**src/rtl/vedic_mult_pipe_pkg.sv**
```systemverilog
// Shared sizing helpers for the Vedic multiplier slice; no logic, no latency.
// Width legality is checked where WIDTH is known (top-level elaboration).
package vedic_pkg;

    localparam int VEDIC_MIN_WIDTH = 4;

    function automatic int prod_width(input int w);
        return 2 * w;
    endfunction

    function automatic int half_width(input int w);
        return w / 2;
    endfunction

    function automatic bit width_ok(input int w);
        return (w >= VEDIC_MIN_WIDTH) && ((w % 2) == 0);
    endfunction

endpackage

```
**src/rtl/vedic_mult_pipe_if.sv**
```systemverilog
// Operand/product handshake bundle for vedic_mult_pipe; is_signed exists only
// with VEDIC_MULT_SIGNED_EN. Valid/ready on both sides, no buffering here.
interface vedic_mult_pipe_if
    import vedic_pkg::*;
#(
    parameter int WIDTH = 8
);
    logic                         in_valid;
    logic                         in_ready;
    logic [WIDTH-1:0]             a;
    logic [WIDTH-1:0]             b;
`ifdef VEDIC_MULT_SIGNED_EN
    logic                         is_signed;
`endif
    logic                         out_valid;
    logic                         out_ready;
    logic [prod_width(WIDTH)-1:0] p;

`ifdef VEDIC_MULT_SIGNED_EN
    modport master (output in_valid, a, b, is_signed, out_ready,
                    input  in_ready, out_valid, p);
    modport slave  (input  in_valid, a, b, is_signed, out_ready,
                    output in_ready, out_valid, p);
`else
    modport master (output in_valid, a, b, out_ready,
                    input  in_ready, out_valid, p);
    modport slave  (input  in_valid, a, b, out_ready,
                    output in_ready, out_valid, p);
`endif
endinterface

```
**src/rtl/vedic_mult_pipe_half.sv**
```systemverilog
// Unsigned H x H -> 2H partial-product multiplier.
// Purely combinational; no handshake.
module vedic_mult_half
    import vedic_pkg::*;
#(
    parameter int H = 4
)
(
    input  logic [H-1:0]             x,
    input  logic [H-1:0]             y,
    output logic [prod_width(H)-1:0] z
);
    assign z = {{H{1'b0}}, x} * {{H{1'b0}}, y};
endmodule

```
**src/rtl/vedic_mult_pipe.sv**
```systemverilog
// Two-stage pipelined half-split multiplier; VEDIC_MULT_SIGNED_EN adds is_signed.
// Latency 2 cycles, one product per cycle; at most two products in flight.
// Full backpressure: a held, unconsumed product freezes both stages and drops in_ready.
module vedic_mult_pipe
    import vedic_pkg::*;
#(
    parameter int WIDTH = 8
)
(
    input  logic             clk,
    input  logic             rst,
    vedic_mult_pipe_if.slave bus
);
    localparam int H  = half_width(WIDTH);
    localparam int PW = prod_width(WIDTH);

    if (!width_ok(WIDTH)) begin : g_bad_width
        $error("vedic_mult_pipe: WIDTH must be even and at least 4");
    end

    logic          stall;
    logic [PW-1:0] p_q;
    logic          out_valid_q;
    logic          valid_s1;
    logic [2*H-1:0] ll_c, hl_c, lh_c, hh_c;
    logic [2*H-1:0] ll_q, hl_q, lh_q, hh_q;
    logic [PW-1:0] mid_c;
    logic [PW-1:0] sum_c;

    assign stall         = out_valid_q && !bus.out_ready;
    assign bus.in_ready  = !stall;
    assign bus.out_valid = out_valid_q;
    assign bus.p         = p_q;

    vedic_mult_half #(.H(H)) u_ll (.x(bus.a[H-1:0]),     .y(bus.b[H-1:0]),     .z(ll_c));
    vedic_mult_half #(.H(H)) u_hl (.x(bus.a[WIDTH-1:H]), .y(bus.b[H-1:0]),     .z(hl_c));
    vedic_mult_half #(.H(H)) u_lh (.x(bus.a[H-1:0]),     .y(bus.b[WIDTH-1:H]), .z(lh_c));
    vedic_mult_half #(.H(H)) u_hh (.x(bus.a[WIDTH-1:H]), .y(bus.b[WIDTH-1:H]), .z(hh_c));

`ifdef VEDIC_MULT_SIGNED_EN
    // Two's-complement fix-up: each negative operand contributes other << WIDTH.
    logic [PW-1:0] corr_c;
    logic [PW-1:0] corr_q;

    always_comb begin
        corr_c = '0;
        if (bus.is_signed) begin
            if (bus.a[WIDTH-1]) corr_c = corr_c + (PW'(bus.b) << WIDTH);
            if (bus.b[WIDTH-1]) corr_c = corr_c + (PW'(bus.a) << WIDTH);
        end
    end

    always_ff @(posedge clk) begin
        if (rst) begin
            corr_q <= '0;
        end else if (!stall) begin
            corr_q <= corr_c;
        end
    end
`endif

    assign mid_c = PW'(hl_q) + PW'(lh_q);

`ifdef VEDIC_MULT_SIGNED_EN
    assign sum_c = PW'(ll_q) + (mid_c << H) + (PW'(hh_q) << WIDTH) - corr_q;
`else
    assign sum_c = PW'(ll_q) + (mid_c << H) + (PW'(hh_q) << WIDTH);
`endif

    always_ff @(posedge clk) begin
        if (rst) begin
            valid_s1    <= 1'b0;
            ll_q        <= '0;
            hl_q        <= '0;
            lh_q        <= '0;
            hh_q        <= '0;
            out_valid_q <= 1'b0;
            p_q         <= '0;
        end else if (!stall) begin
            valid_s1    <= bus.in_valid;
            ll_q        <= ll_c;
            hl_q        <= hl_c;
            lh_q        <= lh_c;
            hh_q        <= hh_c;
            out_valid_q <= valid_s1;
            p_q         <= sum_c;
        end
    end
endmodule

```
**src/flat_wrapper.sv**
```systemverilog
// flat-port wrapper written by rule: the top's interface ports become plain ports
module vedic_mult_pipe_flat import vedic_pkg::*;
#(
    parameter int WIDTH = 8
)
  (clk, rst, bus_in_valid, bus_a, bus_b, bus_out_ready, bus_in_ready, bus_out_valid, bus_p);
  vedic_mult_pipe_if #(.WIDTH(WIDTH)) bus_i ();
  input  logic clk;
  input  logic rst;
  input wire logic [$bits(bus_i.in_valid)-1:0] bus_in_valid;
  input wire logic [$bits(bus_i.a)-1:0] bus_a;
  input wire logic [$bits(bus_i.b)-1:0] bus_b;
  input wire logic [$bits(bus_i.out_ready)-1:0] bus_out_ready;
  output wire logic [$bits(bus_i.in_ready)-1:0] bus_in_ready;
  output wire logic [$bits(bus_i.out_valid)-1:0] bus_out_valid;
  output wire logic [$bits(bus_i.p)-1:0] bus_p;
  assign bus_i.in_valid = bus_in_valid;
  assign bus_i.a = bus_a;
  assign bus_i.b = bus_b;
  assign bus_i.out_ready = bus_out_ready;
  assign bus_in_ready = bus_i.in_ready;
  assign bus_out_valid = bus_i.out_valid;
  assign bus_p = bus_i.p;
  vedic_mult_pipe #(.WIDTH(WIDTH)) u_core (.clk(clk), .rst(rst), .bus(bus_i));
endmodule
```
**config.mk**
```make
export PLATFORM = sky130hd
export DESIGN_NAME = vedic_mult_pipe_flat
export DESIGN_NICKNAME = d
export VERILOG_FILES = /design/src/rtl/vedic_mult_pipe_pkg.sv /design/src/rtl/vedic_mult_pipe_if.sv /design/src/rtl/vedic_mult_pipe_half.sv /design/src/rtl/vedic_mult_pipe.sv /design/src/flat_wrapper.sv
export SDC_FILE = /design/constraint.sdc
export NUM_CORES = 1
export LEC_CHECK = 0
export CORE_ASPECT_RATIO = 1.1
export CORE_MARGIN = 2
export CORE_UTILIZATION = 40
export DETAILED_ROUTE_END_ITERATION = 12
export GPL_TIMING_DRIVEN = 0
export SYNTH_ARGS = -nofsm -noshare
export SYNTH_HDL_FRONTEND = slang
export SYNTH_SLANG_ARGS = --single-unit
```
**constraint.sdc**
```tcl
create_clock -name clk -period 3.7 [get_ports clk]
set_input_delay 0.925 -clock clk [delete_from_list [all_inputs] [get_ports clk]]
set_output_delay 0.925 -clock clk [all_outputs]
set_load 0.02 [all_outputs]
```
==> out/results.tsv <==
stage	metric	value	unit
floorplanning	rows	39	
power	combPwrFrac	0.392	
sta	fin_hold_ws	450	ps
setup_path	crit_fanout	8	
synthesis	synth_cell_type_count	48	
floorplanning	dieArea	0.0115	mm²
sta	finalSetupViolations	0	
final_layout	multi_input_area	0.00307	mm²
final_layout	regArea	0.00100	mm²
setup_path	worst_path_most_repeated_cell	fa_1	
synthesis	synth-async-reset-ratio	0	
placed_design	hpwl	8140	µm
power	cellPowerDensity	382	mW/mm²
clocking	cts.sinks	50	
routing	antenna_left	0	
setup_path	critPathLaunch	bus_a[0]	
power	netSwitchingFraction	0.357	
sta	tightest_slew	662	ps
final_layout	final_nets	656	
synthesis	synth_top_flop_cell	dfxtp_1	
placed_design	finalWeightedCongestion	0.807	
floorplanning	io_pins	38	
min_path	hold_start	u_core.bus.p[4]$_SDFFE_PP0N_	
clocking	cts_tree	done	
setup_path	crit_chain	buf_2 > nand2_1 > fa_1 > inv_1 > fa_1 > inv_1 > fa_1 > nor2b_1 > o21a_1 > nor3_1 > or3b_1 > a21oi_1	
floorplanning	dieHeight	112	µm
sta	relSlewSlack	0.559	
power	internal-power	1.21	mW
setup_path	cp.arrival	3730	ps
synthesis	synth-edff-count	0	
power	seqPwrFrac	0.352	
sta	rsz0062_at_grt	no	
synthesis	syn_avg_cell_area	8.39	µm²
setup_path	cp_top_family	adder cells	
routing	vias_per_cell	5.25	
sta	fin_crit_sh	0.944	
grt	grt_pass1_vias	3457	
flow_run	cap_violations	0	
setup_path	crit_slowest_cell	fa_1	
grt	globalRouteTotalUtil	0.191	
routing	drt_iter0_drc	113	
final_layout	layout_common_cells	nand2_1, ha_1, dfxtp_1, and2_1, a21oi_1	
clocking	clockRootBuffer	clkbuf_16	
synthesis	synthesis.nets	612	
sta	final_max_slew_viol_count	0	
grt	grt_max_degree	19	
sta	finClkSkew	6.98	ps
grt	grt_pass1_wl	17300	µm
final_layout	num-fill-cells	1057	
synthesis	synth_top_area_frac	0.235	
setup_path	max_stage_delay	560	ps
grt	antenna_found_initial	0	
routing	drt_wl_total	10400	µm
synthesis	yosys_warnings	0	
routing	route.detailed.drc	0	
final_layout	mostFrequentLayoutCell	nand2_1	
floorplanning	coreArea	0.0104	mm²
power	total_power	1.88	mW
sta	hold_viol	0	
synthesis	synth_area_leaders	dfxtp_1, ha_1, fa_1	
power	power_frac_clock	0.257	
routing	vias	3646	
setup_path	cp.buffers_inverters	3	
routing	first_pass_iters	4	
final_layout	drive_gt1_frac	0.0707	
clocking	numCtsBuffers	5	
clocking	clk_pin_slew	70	ps
floorplanning	die_x	102	µm
synthesis	ys_ff_latch	50	
clocking	clk_path_buf_depth	2	
setup_path	cp-end-kind	flip-flop	
clocking	insertion_delay	300	ps
setup_path	timing.rr.start	u_core.lh_q[0]$_SDFFE_PP0N_	
routing	wl_per_cell	15.0	µm
power	leakagePower	2.28	nW
min_path	hold_class	reg -> reg	
clocking	cts_hold_buf	0	
final_layout	syn_to_final_growth	15.6	%
sta	layout_min_cycle_time	3490	ps
setup_path	required	3930	ps
status	status	completed	
clocking	h-tree-depth	2	
synthesis	syn-cell-area	0.00425	mm²
setup_path	crit_type	in -> reg	
grt	grt-ovfl-total	0	
setup_path	crit_path_start_kind	primary input	
synthesis	synth_top_cell_by_area	dfxtp_1	
synthesis	synth_cells	507	
placed_design	io_buffer_count	37	
power	ir_worst_vdd	0.165	mV
floorplanning	start_util	0.409	
final_layout	antenna_cells	0	
power	p_switching	0.669	mW
synthesis	seq_area_frac_synth	0.235	
sta	fmax	286	MHz
worst register-to-register path: cells and delay by family (launching register included):
kind	cells	cell delay (ps)
adders and majority gates	3	870
and+or+nand+nor	4	640
buffers and inverters	1	50
DFF	1	340
AOI/OAI and AO/OA	6	1290
worst paths after layout:
check	endpoint	slack (ps)	depth (start not counted)
max	u_core.lh_q[6]$_SDFFE_PP0N_	210	12
min	u_core.bus.p[4]$_SDFFE_PP0N_	450	2
max reg2reg	u_core.bus.p[15]$_SDFFE_PP0N_	390	14
min reg2reg	u_core.bus.p[4]$_SDFFE_PP0N_	450	2
cell type report:
class,count,share of cell area
plain buffers,18,0.0196
clock buffers,5,0.0254
clock inverters,3,0.00560
inverters,26,0.0198
multi-input cells,413,0.625
flip-flops and latches,50,0.204
well taps,143,0.0364
repair buffers,37,0.0644
power by group through the flow:
stage | clock network [mW] | registers (mW) | logic [mW]
after floorplan | 0 | 0.704 | 0.473
after global placement | 0 | 0.670 | 0.721
after detailed placement | 0 | 0.672 | 0.729
after CTS | 0.492 | 0.660 | 0.737
after global routing | 0.510 | 0.670 | 0.827
final | 0.481 | 0.659 | 0.735
routing by layer:
layer,part of all wire,track usage,vias to the layer above
li1,-,-,1862
met1,0.48,0.266,1709
met2,0.47,0.311,65
met3,0.036,0.0205,10
met4,0.016,0.0587,0
met5,0,0,-
what timing repair did:
item                       4_1_cts  5_1_grt
setup endpoints to repair       13        6
resized for setup               23       29
buffers inserted                 0        0
logic make-up after synthesis:
| kind of cell | count (synthesis) | share of synthesized area |
|---|---|---|
| AND/OR/NAND/NOR | 208 | 0.251 |
| adder cells (fa/ha/maj) | 85 | 0.282 |
| AO/OA/AOI/OAI | 103 | 0.151 |
| flip-flops | 50 | 0.235 |
| buffers and inverters | 44 | 0.0444 |
| multiplexers | 5 | 0.0118 |
| XOR/XNOR | 12 | 0.0247 |
synthesized netlist by cell type, types with 2 or more instances:
library cell and n:
nand2_1 85, ha_1 67, dfxtp_1 50, a21oi_1 47
and2_1 45, inv_1 26, fa_1 18, nor2_1 17
o21ai_0 13, nand3_1 12, xnor2_1 12, a21o_1 11
a211oi_1 8, nor2b_1 8, nor3_1 8, buf_2 7
clkbuf_1 6, mux2i_1 5, nand4_1 5, nand4b_1 5
nor4b_1 5, or3_1 5, a311o_1 4, o21a_1 4
or3b_1 3, or4_1 3, buf_1 2, buf_4 2
nor3b_1 2, o211ai_1 2, o21ai_1 2, o22ai_1 2
per-stage QoR:
step	TNS, ps	instances	cell area, µm²	utilization	setup slack [ps]
floorplan	0	507	4250	-	281
global placement	-7340	687	4800	0.462	-686
detailed placement	-8030	687	4800	0.462	-723
CTS	0	695	4950	0.477	12.3
global route	0	695	4920	0.473	38.7
finish	0	695	4920	0.473	206
flip-flops by register name, indices dropped and copies added (netlist names):
| name | cells |
|---|---|
| u_core.bus.p | 16 |
| u_core.hh_q | 8 |
| u_core.hl_q | 8 |
| u_core.lh_q | 8 |
| u_core.ll_q | 8 |
| u_core.bus.out_valid | 1 |
| u_core.valid_s1 | 1 |
Power figures use the tool's default switching activity.
==> edit (config.mk and constraints unchanged) <==
`WIDTH` is set to 8 in 3 places; all go to 10.
--- a/src/rtl/vedic_mult_pipe_if.sv
+++ b/src/rtl/vedic_mult_pipe_if.sv
@@ -5,3 +5,3 @@
 #(
-    parameter int WIDTH = 8
+    parameter int WIDTH = 10
 );
--- a/src/rtl/vedic_mult_pipe.sv
+++ b/src/rtl/vedic_mult_pipe.sv
@@ -6,3 +6,3 @@
 #(
-    parameter int WIDTH = 8
+    parameter int WIDTH = 10
 )
--- a/src/flat_wrapper.sv
+++ b/src/flat_wrapper.sv
@@ -3,3 +3,3 @@
 #(
-    parameter int WIDTH = 8
+    parameter int WIDTH = 10
 )
Ports: changed (resized bus_a, bus_b and bus_p); port bits go from 38 to 46. No check against the original RTL was run, so the function may have changed too.
==> edit against the original RTL <==
Sequential cell count is 12 higher; power is 84% higher; synthesized cell count is 46% higher; synthesized area is 42% higher; utilization is 0.78 points higher; non-clock buffer count is 13 higher; design area is 46% higher; die area is 40% higher; clock power is 71% higher; first-iteration DRC count grew to 4.2 times the old value; setup slack worse by 0.14 ns; wire length is 48% higher; largest power group unchanged.
==> edit: results (changes against the original RTL) <==
* Gpl congestion at 0.806 (-0.11%)
* Routed met2 length at 7460 um (+53%)
* Crit path from: bus_out_ready
* R2r setup slk at 0.17 ns (-0.22 ns)
* Met1 wire length at 7100 um (+41%)
* DR pass1 iterations at 5 (+1)
* H-Tree Level Count at 3 (+1)
* Largest cells by area after synthesis: dfxtp_1 21%, ha_1 19%, fa_1 13%, nand2_1 8.4%, a21oi_1 6.0%
* CP max FO at 10 (+2)
* Worst setup path endpoint: bus_in_ready
* Hold Path End: u_core.bus.p[10]
* Routed wire length at 15400 um (+48%)
* IO Port Bufs at 27 (-27%)
* Pin count of the biggest net entering global routing at 11 (-8)
* Synth Area in Adders at 32.0% (+3.8 points)
* Post-layout nets at 934 (+42%)
* Length of routed met3 wiring at 570 um (+52%)
* Max VDD drop at 217 uV (+32%)
* Number of fill cells at 1461 (+38%)
* Antenna cell count at 0 (unchanged)
* Skew final at 0.00283 ns (-0.00415 ns)
* Crit path arrival time at 2.71 ns (-1.02 ns)
* Mux share of post-synthesis cell area at 0% (-1.2 points)
* Fraction of layout cells with a size suffix above 1 at 9.72% (+2.7 points)
* Sequential fraction of the synthesis area at 20.5% (-3.0 points)
* Clk Latency, worst-skew pair at 0.33 ns (+0.03 ns)
* Synthesized area at 6050 um2 (+42%)
* Initial antenna violation count at 0 (unchanged)
* Worst reg2reg path endpoint: u_core.bus.p[16]
* Worst rel slew slack at 59.0% (+3.1 points)
* Initial DRC count at 470 (+320%)
* Hpwl dp at 11900 um (+46%)
* Gr usage total at 19.5% (+0.33 points)
* Vias in the first global route at 5091 (+47%)
* Worst Hold Class: reg2reg
* Max Used Layer: met4
* Area Overhead vs Synth at 18.7%
* R2r worst-path depth at 14 (unchanged)
* YS warnings at 0 (unchanged)
* Xor-xnor portion of the synthesized cell area at 5.50% (+3.0 points)
* Root Driver: clkbuf_16
* Placed inst area at 6780 um2 (+41%)
* Status: finished clean
* Max reg flops at 20 (+4)
* Clk buf depth at 2 (unchanged)
* Synth Area in Compound Gates at 15.4% (+0.25 points)
* Reg2reg start: u_core.lh_q[0]
* Pleak at 3.29 nW (+44%)
* Vias per cell at 5.20 (-0.93%)
* Syn_nets at 895 (+46%)
* Synth top cells by count: 135 x nand2_1, 94 x ha_1, 73 x a21oi_1, 62 x dfxtp_1, 56 x and2_1
* Hold slack at 0.449 ns (-0.00119 ns)
* First-pass GRT wire length at 25000 um (+44%)
* Clk slew on worst S/H paths at 0.05 ns (-0.02 ns)
* Cts bufs inserted at 9 (+4)
* Critical hold path startpoint: u_core.bus.p[10]
* Synth unique cells at 44 (-8.3%)
==> edit: logic make-up (layout without fill, tap and decap cells) <==
group	Yosys count	after routing
AND/OR/NAND/NOR	259	259
AO/OA/AOI/OAI	154	154
adder cells (fa/ha/maj)	132	132
buffers and inverters	94	137
flip-flops	62	62
XOR/XNOR	38	38
==> edit: layer usage <==
layer,vias up,track usage [%]
li1,2541,-
met1,2411,26.1
met2,109,32.6
met3,22,2.37
met4,0,6.13
met5,-,0
==> edit: through the flow <==
step | instances | worst slack [ns] | utilization (%) | TNS [ns]
after global routing | 978 | -0.0417 | 48.1 | -0.164
after global placement | 962 | -0.567 | 45.4 | -5.46
after detailed placement | 962 | -0.596 | 45.4 | -6.32
after CTS | 977 | 0.00775 | 47.4 | 0
final | 978 | 0.0678 | 48.1 | 0
after floorplan | 739 | -0.0698 | - | -0.261
==> edit: layout make-up <==
type,instances,area [um2],share of cell area [%]
inverters,54,206,2.87
well taps,196,245,3.41
repair buffers,28,270,3.76
plain buffers,40,327,4.55
flip-flops and latches,62,1240,17.3
clock buffers,14,254,3.54
clock inverters,1,30.0,0.418
multi-input cells,583,4610,64.2
==> edit: timing repair <==
| item | 4_1_cts | 5_1_grt |
|---|---|---|
| setup endpoints to repair | 13 | 16 |
| resized for setup | 7 | 34 |
| pin swaps | 0 | 9 |
| buffers inserted | 0 | 1 |
==> edit: report_power, final <==
group | internal (mW) | switching, mW
combinational | 0.799 | 0.936
clock | 0.536 | 0.284
sequential | 0.808 | 0.0860
==> edit: worst max-delay path, cell delays in order <==
cell	delay, ns
clkdlybuf4s50_1	0.40
nor2b_1	0.11
buf_2	0.30
clkinvlp_4	0.23
buf_6	0.19
clkdlybuf4s50_1	0.55
